### config.mk
export PLATFORM = sky130hd
export DESIGN_NAME = dense_pipeline_sequencer
export DESIGN_NICKNAME = d
export VERILOG_FILES = /design/src/rtl/dense_pipeline_sequencer.sv
export SDC_FILE = /design/constraint.sdc
export NUM_CORES = 1
export LEC_CHECK = 0
export CORE_ASPECT_RATIO = 1.5
export CORE_MARGIN = 5
export CORE_UTILIZATION = 41
export DETAILED_ROUTE_END_ITERATION = 10
export PLACE_DENSITY = 0.78
export SLEW_MARGIN = 40
export SYNTH_ARGS = -nofsm -noshare
export SYNTH_HDL_FRONTEND = slang
export SYNTH_SLANG_ARGS = --single-unit
### constraint.sdc
create_clock -name clk -period 1.79 [get_ports clk]
set_input_delay 0.537 -clock clk [delete_from_list [all_inputs] [get_ports clk]]
set_output_delay 0.537 -clock clk [all_outputs]
set_load 0.02 [all_outputs]
### src/rtl/dense_pipeline_sequencer.sv
// dense_pipeline_sequencer: schedules the maxpool/flatten -> dense 1600->128 ->
// dense 128->10 chain on a CPU command, then serves single-word CPU reads from
// the final-stage result BRAM.
//
// Ports:
//   clk, resetn          clock, synchronous active-low reset
//   cmd_start/cmd_abort  one-cycle CPU command pulses (abort wins when both set)
//   stage_resetn         synchronous active-low reset to all stages
//   stage_start          one-hot, one-cycle start pulse per stage
//   stage_done           sticky per-stage completion levels
//   busy/done/error      run status
//   cur_stage            index of the stage being started or waited on
//   cpu_rd_*             CPU read request/response (DONE state only)
//   res_addr/res_data    result BRAM read port (data one cycle after address)
module dense_pipeline_sequencer #(
  parameter int unsigned NUM_STAGES     = 3,
  parameter int unsigned TIMEOUT_CYCLES = 1048576,
  parameter int unsigned ADDR_W         = 32
) (
  input  logic                  clk,
  input  logic                  resetn,
  input  logic                  cmd_start,
  input  logic                  cmd_abort,
  output logic                  stage_resetn,
  output logic [NUM_STAGES-1:0] stage_start,
  input  logic [NUM_STAGES-1:0] stage_done,
  output logic                  busy,
  output logic                  done,
  output logic                  error,
  output logic [7:0]            cur_stage,
  output logic                  cpu_rd_ready,
  input  logic                  cpu_rd_req,
  input  logic [ADDR_W-1:0]     cpu_rd_addr,
  output logic                  cpu_rd_valid,
  output logic [31:0]           cpu_rd_data,
  output logic [ADDR_W-1:0]     res_addr,
  input  logic [31:0]           res_data
);

  localparam int unsigned CNT_W   = $clog2(TIMEOUT_CYCLES) + 1;
  localparam int unsigned STAGE_W = 8;
  localparam int unsigned DATA_W  = 32;

  localparam logic [CNT_W-1:0]   CNT_LAST   = CNT_W'(TIMEOUT_CYCLES - 1);
  localparam logic [CNT_W-1:0]   CNT_MAX    = {CNT_W{1'b1}};
  localparam logic [STAGE_W-1:0] LAST_STAGE = STAGE_W'(NUM_STAGES - 1);

  typedef enum logic [2:0] {
    S_IDLE,
    S_RST1,
    S_RST2,
    S_START,
    S_WAIT,
    S_DONE,
    S_ERROR
  } state_e;

  state_e                 state_q, state_d;
  logic [CNT_W-1:0]       cnt_q, cnt_d;
  logic [STAGE_W-1:0]     cur_stage_q, cur_stage_d;
  logic                   stage_resetn_q, stage_resetn_d;
  logic [NUM_STAGES-1:0]  stage_start_q, stage_start_d;
  logic                   busy_q, busy_d;
  logic                   done_q, done_d;
  logic                   error_q, error_d;
  logic                   rd_ready_q, rd_ready_d;
  logic                   rd_inflight_q, rd_inflight_d;
  logic                   rd_valid_q, rd_valid_d;
  logic [DATA_W-1:0]      rd_data_q, rd_data_d;
  logic [ADDR_W-1:0]      res_addr_q, res_addr_d;

  logic                   abort_take;
  logic                   done_sel;
  logic                   rd_accept;

  // State register and all registered outputs.
  always_ff @(posedge clk) begin
    if (!resetn) begin
      state_q        <= S_IDLE;
      cnt_q          <= '0;
      cur_stage_q    <= '0;
      stage_resetn_q <= 1'b0;
      stage_start_q  <= '0;
      busy_q         <= 1'b0;
      done_q         <= 1'b0;
      error_q        <= 1'b0;
      rd_ready_q     <= 1'b0;
      rd_inflight_q  <= 1'b0;
      rd_valid_q     <= 1'b0;
      rd_data_q      <= '0;
      res_addr_q     <= '0;
    end else begin
      state_q        <= state_d;
      cnt_q          <= cnt_d;
      cur_stage_q    <= cur_stage_d;
      stage_resetn_q <= stage_resetn_d;
      stage_start_q  <= stage_start_d;
      busy_q         <= busy_d;
      done_q         <= done_d;
      error_q        <= error_d;
      rd_ready_q     <= rd_ready_d;
      rd_inflight_q  <= rd_inflight_d;
      rd_valid_q     <= rd_valid_d;
      rd_data_q      <= rd_data_d;
      res_addr_q     <= res_addr_d;
    end
  end

  // Next-state, timeout counter, read arbitration and next output values.
  always_comb begin
    state_d        = state_q;
    cnt_d          = cnt_q;
    cur_stage_d    = cur_stage_q;
    stage_resetn_d = 1'b1;
    stage_start_d  = '0;
    busy_d         = 1'b0;
    done_d         = 1'b0;
    error_d        = 1'b0;
    rd_ready_d     = 1'b0;
    rd_inflight_d  = 1'b0;
    rd_valid_d     = 1'b0;
    rd_data_d      = rd_data_q;
    res_addr_d     = res_addr_q;
    abort_take     = 1'b0;
    done_sel       = 1'b0;
    rd_accept      = 1'b0;

    // Only the done level of the stage currently waited on matters.
    for (int i = 0; i < NUM_STAGES; i++) begin
      if (cur_stage_q == STAGE_W'(i)) done_sel = stage_done[i];
    end

    if (cmd_abort) begin
      // Abort outranks a coincident start; in IDLE both are simply dropped.
      if (state_q != S_IDLE) begin
        state_d    = S_IDLE;
        abort_take = 1'b1;
      end
    end else begin
      case (state_q)
        S_IDLE, S_DONE, S_ERROR: begin
          if (cmd_start) begin
            state_d     = S_RST1;
            cur_stage_d = '0;
          end
        end
        S_RST1:  state_d = S_RST2;
        S_RST2:  state_d = S_START;
        S_START: state_d = S_WAIT;
        S_WAIT: begin
          if (done_sel) begin
            if (cur_stage_q == LAST_STAGE) begin
              state_d = S_DONE;
            end else begin
              state_d     = S_START;
              cur_stage_d = cur_stage_q + STAGE_W'(1);
            end
          end else if (cnt_q >= CNT_LAST) begin
            state_d = S_ERROR;
          end
        end
        default: state_d = S_IDLE;
      endcase
    end

    // Counter reads 0 in the START cycle, so it equals cycles since the pulse.
    if (state_d == S_START) begin
      cnt_d = '0;
    end else if ((state_q == S_START || state_q == S_WAIT) && cnt_q != CNT_MAX) begin
      cnt_d = cnt_q + CNT_W'(1);
    end

    stage_resetn_d = !(abort_take || state_d == S_RST1 || state_d == S_RST2);
    for (int i = 0; i < NUM_STAGES; i++) begin
      stage_start_d[i] = (state_d == S_START) && (cur_stage_d == STAGE_W'(i));
    end
    busy_d  = (state_d == S_RST1) || (state_d == S_RST2) ||
              (state_d == S_START) || (state_d == S_WAIT);
    done_d  = (state_d == S_DONE);
    error_d = (state_d == S_ERROR);

    // Reads are accepted only while DONE persists; leaving DONE drops any in flight.
    rd_accept     = cpu_rd_req && rd_ready_q && (state_q == S_DONE) && (state_d == S_DONE);
    rd_inflight_d = rd_accept;
    rd_valid_d    = rd_inflight_q && (state_d == S_DONE);
    rd_ready_d    = (state_d == S_DONE) && !rd_accept && !rd_inflight_q;
    if (rd_accept) res_addr_d = cpu_rd_addr;
    if (rd_valid_q) rd_data_d = res_data;
  end

  assign stage_resetn = stage_resetn_q;
  assign stage_start  = stage_start_q;
  assign busy         = busy_q;
  assign done         = done_q;
  assign error        = error_q;
  assign cur_stage    = cur_stage_q;
  assign cpu_rd_ready = rd_ready_q;
  assign cpu_rd_valid = rd_valid_q;
  assign res_addr     = res_addr_q;

  // BRAM word arrives in the valid cycle itself: forward it, hold the last word otherwise.
  assign cpu_rd_data  = rd_valid_q ? res_data : rd_data_q;

endmodule

# ---- Word-level counts from Yosys, hierarchy flattened
# Index checks and enable logic that the tools add are counted.
dict set report totals {
  ramBits 0
  latch_bits 0
  in_bits 72
  word_cells 77
  ff_bits 106
  n_memories 0
  rom_bits 0
  out_inout_bits 81
}
dict set report classes {
  mul 0
  shifts 0
  div 0
  bitwise 1
  magnitude_cmp 1
  addsub 2
  reduce_logical 25
  n_eq_ne 17
  n_mux 18
}
# operator n
set ops {}
lappend ops {{$mux 32} 1}
lappend ops {{$mux 8} 4}
lappend ops {{$add 21x1->21 const B} 1}
lappend ops {{$ge 21x20->1 const B} 1}
lappend ops {{$ne 21x21->1 const B} 1}
lappend ops {{$eq 3x3->1 const B} 6}
lappend ops {{$mux 3} 6}
lappend ops {{$eq 8x1->1 const B} 2}
lappend ops {{$eq 8x2->1 const B} 2}
lappend ops {{$logic_not 8->1} 2}
lappend ops {{$pmux 8 s2} 1}
lappend ops {{$pmux 3 s5} 1}
lappend ops {{$eq 3x2->1 const B} 4}
lappend ops {{$logic_and 1x1->1} 10}
lappend ops {{$add 8x1->8 const B} 1}
lappend ops {{$eq 3x1->1 const B} 2}
lappend ops {{$logic_or 1x1->1} 6}
lappend ops {{$mux 1} 5}
lappend ops {{$logic_not 1->1} 3}
lappend ops {{$logic_not 3->1} 1}
lappend ops {{$reduce_bool 3->1} 1}
lappend ops {{$reduce_or 3->1} 1}
lappend ops {{$reduce_or 2->1} 1}
lappend ops {{$not 1->1} 1}

# ---- Longest topological paths before layout
dict set report depth {
  depth_word 12
  ltp_mapped 9
}

# ---- Least setup slack after synthesis
# No wires, ideal clock.
dict set report synth_timing {
  path_type {reg2reg}
  startpoint {register cur_stage_q[0], in the netlist cur_stage[0]}
  endpoint {register busy_q, in the netlist busy}
  n_path_buf 0
  stages_incl_launch_ff 9
  required_time_ns 1.668
  arrival_ns 1.844
  synth_period_minus_slack_ns 1.966
  path_slack_ns -0.176
  path_cell_list {dfxtp_1 > inv_1 > ha_1 > a21oi_1 > a21oi_1 > a221oi_2 > a22o_1 > nor3_1 > a311o_1}
}
dict set report synth_via {
  elab_chain_len 11
}
# item line_no
set synth_lines {}
lappend synth_lines {{start: declaration} 60} ;# logic [STAGE_W-1:0] cur_stage_q, cur_stage_d;
lappend synth_lines {{start signal: assignment} 95} ;# cur_stage_q <= cur_stage_d;
lappend synth_lines {{$logic_not 8->1} 130} ;# if (cur_stage_q == STAGE_W'(i)) done_sel = stage_done[i];
lappend synth_lines {{$mux 1 (3 in series)} 130}
lappend synth_lines {{$mux 3 *} 151} ;# if (done_sel) begin
lappend synth_lines {{$pmux 3 s5 *} 140} ;# case (state_q)
lappend synth_lines {{$mux 3 *} 133} ;# if (cmd_abort) begin
lappend synth_lines {{$eq 3x1->1 or $eq 3x2->1 (tied branches)} 177} ;# busy_d = (state_d == S_RST1) || (state_d == S_RST2) ||
lappend synth_lines {{$logic_or 1x1->1 (2 in series)} 177}
lappend synth_lines {{$logic_or 1x1->1 *} 178} ;# (state_d == S_START) || (state_d == S_WAIT);
lappend synth_lines {{end signal: assignment} 98} ;# busy_q <= busy_d;
lappend synth_lines {{end: declaration} 63} ;# logic busy_q, busy_d;
# Every way passes the cells marked *; elsewhere a longest branch is shown, timed or not.
# A chain may end at the register's enable or synchronous reset.

# ---- Final worst setup path
dict set report layout_timing {
  startpoint {register cnt_q[2]}
  endpoint {register cnt_q[2]}
}
dict set report layout_via {
  elab_chain_len 7
}
# item line_no
set layout_lines {}
lappend layout_lines {{start: declaration} 59} ;# logic [CNT_W-1:0] cnt_q, cnt_d;
lappend layout_lines {{start signal: assignment} 94} ;# cnt_q <= cnt_d;
lappend layout_lines {{$ge 21x20->1} 158} ;# end else if (cnt_q >= CNT_LAST) begin
lappend layout_lines {{$mux 3} 158}
lappend layout_lines {{$mux 3} 151}
lappend layout_lines {{$pmux 3 s5} 140}
lappend layout_lines {{$mux 3} 133}
lappend layout_lines {{$eq 3x2->1} 167} ;# if (state_d == S_START) begin
lappend layout_lines {{$reduce_or 2->1 (no line)} --}
# Several ways; a longest one is shown, not always the timed one.

==> out/results.ini <==
[clocking]
cts_made_buffers=9
path_clk_slew_ns=0.07
clk_latency_ns=0.35
htree_levels=3
clockBufferDepth=2
cts.sinks=106
cts-root-buf=clkbuf_16
cts_tree=yes

[timing]
relSlewSlack_pct=64.46
tightest_slew_ns=0.5275
rsz0062_at_grt=true
finalHoldViolCount=0
tns_ns=-11.51
max_freq_mhz=487.3
period_share_pct=114.6
setup_viol=67
skew_ns=0.009260
slew_viol_final=0
setup_ws_ns=-0.2619
period_minus_slack_ns=2.052

[finish]
final_cell_mix=98 x dfxtp_1, 60 x dlygate4sd2_1, 52 x clkdlybuf4s50_1
synthToLayoutAreaGrowth_pct=75.54
instances_no_fill=802
drive_gt1_share_pct=38.66
final_common_cell=dfxtp_1
final-seq-area_sq_um=2137
multiInputGateArea_sq_um=2912
finish.net_count=729
nFillCells=658

[yosys]
ys_warn_count=0
yosys.area.top_type=dfxtp_1
synth-main-ff-cell=dfxtp_1
synthMuxAreaShare_pct=15.69
synth-seq-cells=106
synth-compound-area-share_pct=5.184
synth_top_family_by_area=simple AND/OR/NAND/NOR gates
synth.area.top_cells=dfxtp_1 48%, mux2_2 8.1%, mux2i_1 7.6%
synth_edf_count=0
synth-simple-area-share_pct=23.34
async_flop_share_pct=0
syn_area_sq_um=4466
ys_types=51
synth_top_area_share_pct=47.52
syn_inst=438
synth_xor_area_share_pct=3.727
synthAdderAreaFrac_pct=1.401
yosysSeqAreaShare_pct=47.52
syn_nets=515
avgSynthCellArea_sq_um=10.20

[detailed_routing]
drc=0
vias_per_cell=5.071
top_layer=met4
wl_met1_um=5341
wl_um=14910
route.met2.wl_um=8267
dr.pass1.iters=5
via_count=4067
drt_first_iter_violations=180
postRouteAntennaNets=0
wl_met3_um=817
wl_per_cell_um=18.59

[worst_setup_path]
cp.arrival_ns=2.29
required_ns=2.03
worstSetupStartpointType=flop
path_class=reg -> reg
cp_max_fo=6
endpoint_kind=flop

[floorplan]
initial_utilization_pct=41.94
die_y_um=137.8
die_x_um=95.21
fp-row-count=46
dieArea_sq_um=13120
pin_count=153
core-area_sq_um=10650

[power_and_ir_drop]
power.total_mw=4.758
p_leak_nw=3.210
ir_worst_vdd_v=0.0005583
power_density_nw_per_um2=607.0

[grt]
grt_usage_pct=20.27
grt_overflow=0
grt_pass1_wl_um=20510
grt_pass1_vias=4186
grt_start_max_net_pins=55
antenna_found_initial=1

[worst_hold_path]
hold_class=reg -> reg

[placement]
pre_cts_slack_ns=-0.6070
detailed_place_hpwl_um=8770
dp_cells=757
numPortBuffers=152
place.gp.congestion=0.8203

[outcome]
violations=setup timing
run_status=finished with violations

[job]
cap_violations=0

[through the flow]
step                      hold WS, ns  cell area, sq um  util (%)
after floorplan                0.3922              4488         -
after global placement         0.4085              6450     60.58
after detailed placement       0.4115              6450     60.58
after CTS                      0.4212              7346     68.99
after global routing           0.4507              7839     73.62
final                          0.4351              7839     73.62
[layer usage]
| layer | vias up | track usage [%] |
|---|---|---|
| met5 | - | 0 |
| met4 | 0 | 9.310 |
| met3 | 43 | 3.934 |
| met2 | 131 | 38.10 |
| met1 | 1976 | 21.15 |
| li1 | 1917 | - |
[cells by family (layout without fill, tap and decap cells)]
logic type                 after synthesis  count (layout)
and+or+nand+nor                        185             185
DFF                                    106             106
muxes                                   66              66
AOI/OAI and AO/OA                       30              30
buffers and inverters                   27             246
xor gates and xnor gates                19              19
adders and majority gates                5               5
other                                    0               1
[sequential cells by signal, summed over array words and instances, names as in the netlist]
register,count
error,1
stage_start,3
busy,1
cpu_rd_valid,1
done,1
state_q,3
cnt_q,21
res_addr,32
stage_resetn,1
rd_inflight_q,1
cpu_rd_ready,1
cur_stage,8
rd_data_q,32
[cells in the mapped netlist (2+ instances only)]
| cell | n |
|---|---|
| a21oi_1 | 7 |
| a31o_2 | 2 |
| and2_1 | 39 |
| and3_1 | 5 |
| and4_1 | 2 |
| buf_1 | 3 |
| buf_2 | 4 |
| buf_4 | 3 |
| buf_6 | 3 |
| clkbuf_1 | 9 |
| dfxtp_1 | 106 |
| ha_1 | 5 |
| inv_1 | 5 |
| mux2_2 | 32 |
| mux2i_1 | 34 |
| nand2_1 | 18 |
| nand2b_1 | 2 |
| nand3_1 | 10 |
| nand4_1 | 9 |
| nor2_1 | 36 |
| nor2b_1 | 39 |
| nor3_1 | 11 |
| nor3b_1 | 3 |
| nor4_1 | 3 |
| o21ai_0 | 3 |
| o21bai_1 | 2 |
| or3_1 | 2 |
| xnor2_1 | 6 |
| xor2_1 | 13 |
[worst paths after layout]
| path | start | end | slack, ns | cells after the start |
|---|---|---|---|---|
| max reg2reg | cnt_q[2] | cnt_q[2] | -0.26 | 9 |
| min reg2reg | rd_inflight_q | cpu_rd_ready | 0.44 | 1 |
| max | cnt_q[2] | cnt_q[2] | -0.26 | 9 |
| min | rd_inflight_q | cpu_rd_ready | 0.44 | 1 |
[area by class of cell]
type	instances	share of cell area, %
Inverter	5	0.2394
Tap cell	144	2.298
Clock buffer	10	3.049
Clock inverter	6	0.9258
Timing Repair Buffer	225	29.05
Multi-Input combinational cell	305	37.14
Sequential cell	106	27.26
Antenna cell	1	0.03192
[timing repair]
action	in CTS	in global routing
pin swaps	29	32
hold endpoints to repair	0	0
gates resized for setup	341	103
setup endpoints to repair	151	104
cloned	6	2
buffers inserted	12	13
hold buffers	0	0
[where the power goes]
group	internal, mW	switching, mW
sequential	2.36	0.00437
clock	1.14	0.895
combinational	0.212	0.151
[worst max-delay path: stages (launching register included)]
cell,delay (ns)
dfxtp_1,0.50
and4_1,0.27
and3_4,0.23
buf_4,0.12
a31oi_1,0.08
buf_4,0.19
buf_4,0.14
nand2_1,0.14
xor2_2,0.23
nor2_4,0.06
Power figures use the tool's default switching activity.
